`config.mk`:
```
export PLATFORM = sky130hd
export DESIGN_NAME = irq_ctrl
export DESIGN_NICKNAME = d
export VERILOG_FILES = /design/src/rtl/irq_ctrl_pkg.sv /design/src/rtl/irq_ctrl_prio_enc.sv /design/src/rtl/irq_ctrl.sv
export SDC_FILE = /design/constraint.sdc
export NUM_CORES = 1
export LEC_CHECK = 0
export ABC_CLOCK_PERIOD_IN_PS = 4700
export CAP_MARGIN = 20
export CORE_AREA = 2 2 65 83
export CTS_CLUSTER_SIZE = 12
export DETAILED_ROUTE_END_ITERATION = 10
export DIE_AREA = 0 0 67 85
export PLACE_DENSITY = 0.84
export SETUP_SLACK_MARGIN = 0.4
export SLEW_MARGIN = 5
export SYNTH_ARGS = -nofsm -noshare
export SYNTH_HDL_FRONTEND = slang
export SYNTH_HIERARCHICAL = 1
export SYNTH_SLANG_ARGS = --single-unit
```
`constraint.sdc`:
```
create_clock -name clk -period 4.7 [get_ports clk]
set_input_delay 1.41 -clock clk [delete_from_list [all_inputs] [get_ports clk]]
set_output_delay 1.41 -clock clk [all_outputs]
set_load 0.05 [all_outputs]
```
`src/rtl/irq_ctrl_pkg.sv`:
```
// Shared types and register offsets for the interrupt controller.
// Optional feature macro: IRQ_CTRL_SW_TRIGGER_EN (software trigger register ISWR).
package irq_ctrl_pkg;

    localparam int unsigned ADDR_W = 12;
    localparam int unsigned DATA_W = 32;
    localparam int unsigned ID_W   = 5;

    localparam logic [ADDR_W-1:0] IRQ_CTRL_IER_OFFSET  = 12'h000;
    localparam logic [ADDR_W-1:0] IRQ_CTRL_IPR_OFFSET  = 12'h004;
    localparam logic [ADDR_W-1:0] IRQ_CTRL_ISR_OFFSET  = 12'h008;
    localparam logic [ADDR_W-1:0] IRQ_CTRL_IVR_OFFSET  = 12'h00C;
    localparam logic [ADDR_W-1:0] IRQ_CTRL_ITR_OFFSET  = 12'h010;
    localparam logic [ADDR_W-1:0] IRQ_CTRL_ISWR_OFFSET = 12'h014;

    typedef enum logic [2:0] {
        REG_IER,
        REG_IPR,
        REG_ISR,
        REG_IVR,
        REG_ITR,
        REG_ISWR,
        REG_NONE
    } irq_ctrl_reg_t;

    typedef struct packed {
        logic        valid;
        logic [25:0] res;
        logic [4:0]  id;
    } irq_ctrl_ivr_t;

    // Map a byte offset to a register select; ISWR only exists with the trigger feature.
    function automatic irq_ctrl_reg_t irq_ctrl_decode(input logic [ADDR_W-1:0] addr);
        irq_ctrl_reg_t sel;
        case (addr)
            IRQ_CTRL_IER_OFFSET:  sel = REG_IER;
            IRQ_CTRL_IPR_OFFSET:  sel = REG_IPR;
            IRQ_CTRL_ISR_OFFSET:  sel = REG_ISR;
            IRQ_CTRL_IVR_OFFSET:  sel = REG_IVR;
            IRQ_CTRL_ITR_OFFSET:  sel = REG_ITR;
`ifdef IRQ_CTRL_SW_TRIGGER_EN
            IRQ_CTRL_ISWR_OFFSET: sel = REG_ISWR;
`endif
            default:              sel = REG_NONE;
        endcase
        return sel;
    endfunction

endpackage

```
`src/rtl/irq_ctrl_prio_enc.sv`:
```
// Lowest-index-first priority encoder over the active interrupt vector.
module irq_ctrl_prio_enc
    import irq_ctrl_pkg::*;
#(
    parameter int unsigned N_SRC = 8
) (
    input  logic [N_SRC-1:0] vec,
    output logic             valid,
    output logic [ID_W-1:0]  id
);

    // Scan from the top down so the lowest set index is the last one written.
    always_comb begin
        valid = |vec;
        id    = '0;
        for (int i = N_SRC - 1; i >= 0; i--) begin
            if (vec[i]) begin
                id = ID_W'(i);
            end
        end
    end

endmodule

```
`src/rtl/irq_ctrl.sv`:
```
// Interrupt controller: latches source events as pending, masks them and drives a
// registered level interrupt to the core; register access over the peripheral bus.
// Optional feature macro: IRQ_CTRL_SW_TRIGGER_EN adds the write-only ISWR at 0x014.
module irq_ctrl
    import irq_ctrl_pkg::*;
#(
    parameter int unsigned N_SRC = 8
) (
    input  logic              clk,
    input  logic              rst,
    input  logic [N_SRC-1:0]  src_i,
    input  logic              req,
    input  logic              we,
    input  logic [ADDR_W-1:0] addr,
    input  logic [DATA_W-1:0] wdata,
    output logic              gnt,
    output logic              rvalid,
    output logic [DATA_W-1:0] rdata,
    output logic              irq_o
);

    logic [N_SRC-1:0] ier;
    logic [N_SRC-1:0] ipr;
    logic [N_SRC-1:0] itr;
    logic [N_SRC-1:0] src_q;
    logic [N_SRC-1:0] isr;
    logic [N_SRC-1:0] set_evt;
    logic [N_SRC-1:0] clr;
    logic [N_SRC-1:0] sw_set;
    logic [N_SRC-1:0] wbits;
    logic             isr_any;
    logic [ID_W-1:0]  isr_id;
    irq_ctrl_ivr_t    ivr;
    irq_ctrl_reg_t    sel;
    logic             wr;
    logic             rd;
    logic [DATA_W-1:0] rd_val;
    logic             unused_wdata;

    assign gnt          = req;
    assign sel          = irq_ctrl_decode(addr);
    assign wr           = req & we;
    assign rd           = req & ~we;
    assign wbits        = wdata[N_SRC-1:0];
    assign unused_wdata = ^wdata;
    assign isr          = ipr & ier;

    irq_ctrl_prio_enc #(
        .N_SRC (N_SRC)
    ) u_prio_enc (
        .vec   (isr),
        .valid (isr_any),
        .id    (isr_id)
    );

    // Vector register image; id is already zero when nothing is active.
    always_comb begin
        ivr       = '0;
        ivr.valid = isr_any;
        ivr.id    = isr_id;
    end

    // Pending-bit set/clear terms; a set in the same cycle as a clear wins.
    always_comb begin
        clr = '0;
        if (wr && (sel == REG_IPR)) begin
            clr = wbits;
        end
`ifdef IRQ_CTRL_SW_TRIGGER_EN
        sw_set = '0;
        if (wr && (sel == REG_ISWR)) begin
            sw_set = wbits;
        end
`else
        sw_set = '0;
`endif
        set_evt = (src_i & itr) | (src_i & ~src_q & ~itr) | sw_set;
    end

    // Read mux; write-only and unmapped offsets read as zero.
    always_comb begin
        rd_val = '0;
        case (sel)
            REG_IER: rd_val = DATA_W'(ier);
            REG_IPR: rd_val = DATA_W'(ipr);
            REG_ISR: rd_val = DATA_W'(isr);
            REG_IVR: rd_val = ivr;
            REG_ITR: rd_val = DATA_W'(itr);
            default: rd_val = '0;
        endcase
    end

    // Configuration, source history and pending state.
    always_ff @(posedge clk or posedge rst) begin
        if (rst) begin
            ier   <= '0;
            itr   <= '0;
            ipr   <= '0;
            src_q <= '0;
        end else begin
            src_q <= src_i;
            ipr   <= (ipr & ~clr) | set_evt;
            if (wr && (sel == REG_IER)) begin
                ier <= wbits;
            end
            if (wr && (sel == REG_ITR)) begin
                itr <= wbits;
            end
        end
    end

    // Bus response: one-cycle-later valid; data only for reads, zero otherwise.
    always_ff @(posedge clk or posedge rst) begin
        if (rst) begin
            rvalid <= 1'b0;
            rdata  <= '0;
        end else begin
            rvalid <= req;
            rdata  <= rd ? rd_val : '0;
        end
    end

    // Registered interrupt request from the masked pending set.
    always_ff @(posedge clk or posedge rst) begin
        if (rst) begin
            irq_o <= 1'b0;
        end else begin
            irq_o <= isr_any;
        end
    end

endmodule

```
* Word-level counts from Yosys, hierarchy flattened
Index checks and enable logic that the tools add are counted.
Storage, ports and cells: word-level logic and storage cells 46, input port bits 56, output and inout port bits 35, register bits after elaboration 66
Operators by class: reduce and logical (&&, ||, !) cells 6, equal/unequal tests 8, bitwise gates (word level) 13, multiplexer cells 12
Operator list (number):
- $pmux W32 S5 | 1
- $and A8 B8 Y8 | 5
- $mux W32 | 1
- $eq A12 B4 Y1 const B | 2
- $mux W3 | 8
- $not A8 Y8 | 3
- $or A8 B8 Y8 | 2
- $pmux W3 S5 | 1
- $eq A12 B3 Y1 const B | 1
- $eq A12 B5 Y1 const B | 1
- $logic_not A12 Y1 | 1
- $mux W8 | 1
- $reduce_or A8 Y1 | 1
- $eq A3 B2 Y1 const B | 2
- $eq A3 B1 Y1 const B | 1
- $eq A3 B3 Y1 const B | 1
- $logic_and A1 B1 Y1 | 3
- $logic_not A3 Y1 | 1
- $and A1 B1 Y1 | 2
- $not A1 Y1 | 1

* Logic depth before layout (Yosys ltp)
Gate-level depths: netlist of the first run.
depth after elaboration 11, mapped depth 7, gate-level depth less buffers 7

* Modules after synthesis
Netlist of the first run, hierarchy kept.
Modules (own cells, without submodules):
- irq_ctrl | area each 2148.3 um^2, times used 1, sequential area each 1076.0 um^2, cells each 187
- irq_ctrl_prio_enc | area each 100.1 um^2, times used 1, sequential area each 0.0 um^2, cells each 16

* Worst setup path after synthesis of the first run
No wires, ideal clock.
kind input port to output port, from in req, to out gnt, buffers on the path 1, setup slack 1710 ps, required time 3290 ps, arrival time 1580 ps, stages 1, cell sequence buf_4
RTL lines:
- from (decl) | line irq_ctrl.sv:12 | input logic req,
- to (decl) | line irq_ctrl.sv:16 | output logic gnt,
No word-level cell between the ends.

* Worst setup path in the final report of the first run
from in req, to out gnt
No word-level cell between the ends.

==> metrics.txt, run 1 <==
status=finished clean; DIE HEIGHT=85 µm; Async S/R FF share, synth=100%; setup TNS=0 ns; Non-Filler Instances=308; Avg Synthesized Cell Area=11.1 µm²; Cell Pwr Density=269 mW/mm²; largest net degree at the start of global routing=25; hpwl dp=3.33 mm; number of max-cap violations=0; Internal Power=542 µW; R2R Path End=rdata[2]$_DFF_PP0_; post-synth cell types=41; Synth top area share=47.9%; Max Clock Freq=241 MHz; Top Ports=91; CORE AREA=0.00493 mm²; post-synthesis compound-gate area fraction=9.91%; Final period util=88.5%; CP Capture Type=output port; grt total ovfl=0; initial drt markers=85; Worst setup SP type=primary input; Area after DPL=0.00263 mm²; CTS max path bufs=2; insertion delay to the later sink of the worst-skew pair=0.29 ns; GR Util All Layers=17.5%; Least-Margin Pin Slew=0.880 ns; buffer and inverter count on the worst path=2; worst setup path class=in -> out; crit path time final=4.16 ns; synthesized area=0.00225 mm²; post-placement cell count=300; largest family of logic cells by synthesized area=simple AND/OR/NAND/NOR gates; Fin. Hold Viols=0; pre-CTS setup slack=0.536 ns; GPL Wtd Cong=0.801; I/O Buffers=43; switching portion of total power=26.1%; Routed wire per std cell=14.5 µm; CTS tree=built; Post-synth top flop=dfrtp_1; Cells after Synth=203; mux share of post-synthesis cell area=13.0%; Top delay family on crit path=buffers and inverters; vias in the first global route=1633; hold path startpoint=ier[4]$_DFFE_PP0P_; routed wire length=4.48 mm; Setup Buffers After CTS=0; Cell Rows=29; Setup Skew=0.00604 ns; Pins Over Slew Limit=0; Sequential Power Share=51.1%; slowest stage delay, CP=0.82 ns; worst path arrival time=2.75 ns; switching pwr=192 µW; die footprint=0.00570 mm²; final core utilization=55.2%; Synth area leaders=dfrtp_1, mux2_2, buf_4, a22o_1, nand2b_1; count leader, synth=dfrtp_1; class of the worst hold path=reg -> reg; RSZ-0062 raised after global routing=false; fin worst setup slack=0.543 ns; r2r setup slk=2.84 ns; Pleak=0.00122 µW; NumNets Final=301; Synth Area in XOR/XNOR=0%; Hold Path End=ier[4]$_DFFE_PP0P_; data required time of the worst path=3.29 ns; worst reg2reg path depth=6; Starting Density=45.6%; routed vias=1578; Peak VDD IR=0.110 mV; worst relative slew slack=41.3%; Synth Area in Adders=0%; post_cts resized=0; Reg clk slew, reported paths=0.08 ns; Design Area, Final=0.00273 mm²; Post-DRT Antenna Nets=0; initial antenna violation count=0; Synth area leader=dfrtp_1; drt pass-1 iters=4; drt drc=0; Hold Path Depth=1; RR Startpoint=ipr[4]$_DFF_PP0_; CTS H-tree depth=2; number of synthesized register bits=43; routed vias/inst=5.12; Post-CTS Hold Buffers=0; ratio of cells with drive above 1 in the final layout=16.7%; CTS buffer count=5; Worst Path Max Fanout=4; clock root cell=clkbuf_8; # diodes=0; clock tree sinks=43; first-pass GRT wire length=7.58 mm; post-synthesis sequential area ratio=47.9%; Comb power frac=14.4%; Slowest cell on crit path=clkdlybuf4s50_1; most used cell, CP=clkdlybuf4s50_1; Ys Warns=6; Final setup viols=0; Critical Path, Cell by Cell=clkdlybuf4s50_1, clkdlybuf4s50_1; Die Wd=67 µm; synth-to-layout area growth=21.3%; EDFF count, synth=0; top cells by count, synth=dfrtp_1, buf_4, mux2_2; simple-gate portion of the synthesized area=18.1%; Clock power frac=34.5%
worst register-to-register path: stages, from the launching register on:
cell	delay, ns
dfrtp_1	0.41
and2_1	0.22
nor4_2	0.36
and3b_1	0.22
mux2_2	0.26
a22oi_1	0.18
a21oi_1	0.09
layout by cell type (no fill, tap or decap), types with 2 or more instances in the layout:
cell type,netlist,routed
nand2b_1,10,10
o21ai_0,4,4
buf_4,26,2
nand2_1,15,15
nand3_1,4,4
a22o_1,8,8
and2_1,8,8
nor3_1,2,2
nor2_1,6,6
inv_1,3,3
clkbuf_8,0,7
clkdlybuf4s50_1,0,43
a21o_1,2,2
dfrtp_1,43,43
a22oi_1,5,5
conb_1,2,25
a21oi_1,8,8
mux2_2,25,25
nor2b_1,4,4
sequential cells by signal (all words and copies together) (netlist names):
register  cells
ier           8
ipr           8
irq_o         1
itr           8
rdata         9
rvalid        1
src_q         8
metal layers:
layer  wire, µm  track usage [%]  part of all wire (%)  vias to the layer above
li1           -                -                     -                      747
met1       1750             21.0                    39                      764
met2       2350             29.3                    52                       59
met3        285             4.24                   6.4                        8
met4         93             7.79                   2.1                        0
met5          0                0                     0                        -
kinds of logic after synthesis:
kind of cell,Yosys count
simple gates,64
mux,26
compound gates,32
buf+inv,36
flops,43
other cells,2
final cells by class:
cell class / count / area [µm²]
sequential: 43 / 1080
timing repair buffer: 45 / 445
fill: 442 / 2210
tap: 62 / 77.6
clock buffer: 8 / 100
multi-input combinational: 147 / 1020
inverter: 3 / 11.3
power groups by stage:
stage | clock, µW | sequential, µW | combinational [µW]
3_3_place_gp | 0 | 383 | 104
2_1_floorplan | 0 | 385 | 82.7
5_1_grt | 276 | 376 | 113
3_5_place_dp | 0 | 383 | 105
4_1_cts | 261 | 375 | 106
6_report | 253 | 375 | 106
metrics by stage:
step                      hold WS, ns  power, µW
final                           0.525        734
after global placement          0.505        487
after global routing            0.553        766
after detailed placement        0.510        488
after CTS                       0.530        742
after floorplan                 0.473        467
worst max-delay path by stage:
stage                     slack [ns]  endpoint  startpoint  depth (start not counted)
after floorplan                 1.71       gnt         req                          1
after global placement          0.55       gnt         req                          2
after detailed placement        0.54       gnt         req                          2
after CTS                       0.54       gnt         req                          2
after global routing            0.51       gnt         req                          2
final                           0.54       gnt         req                          2
Power figures use the tool's default switching activity.
==> inputs of run 2 (changes only) <==
--- a/config.mk
+++ b/config.mk
@@ -5,7 +5,7 @@
 export SDC_FILE = /design/constraint.sdc
 export NUM_CORES = 1
 export LEC_CHECK = 0
-export ABC_CLOCK_PERIOD_IN_PS = 4700
+export ABC_CLOCK_PERIOD_IN_PS = 4800
 export CAP_MARGIN = 20
 export CORE_AREA = 2 2 65 83
 export CTS_CLUSTER_SIZE = 12
@@ -18,3 +18,4 @@
 export SYNTH_HDL_FRONTEND = slang
 export SYNTH_HIERARCHICAL = 1
 export SYNTH_SLANG_ARGS = --single-unit
+export TNS_END_PERCENT = 10
==> constraint.sdc (replaced) <==
create_clock -name clk -period 4.8 [get_ports clk]
set_input_delay 1.44 -clock clk [delete_from_list [all_inputs] [get_ports clk]]
set_output_delay 1.44 -clock clk [all_outputs]
set_load 0.05 [all_outputs]
==> results of run 2 <==
Same layout as run 1 (identical final DEF). Status: finished clean.
Among the figures that moved: setup slack after placement 0.536 ns -> 0.576 ns; setup slack after layout 0.543 ns -> 0.583 ns; register-to-register setup slack 2.84 ns -> 2.94 ns; total power 734 µW -> 719 µW; worst IR drop on VDD 0.110 mV -> 0.108 mV
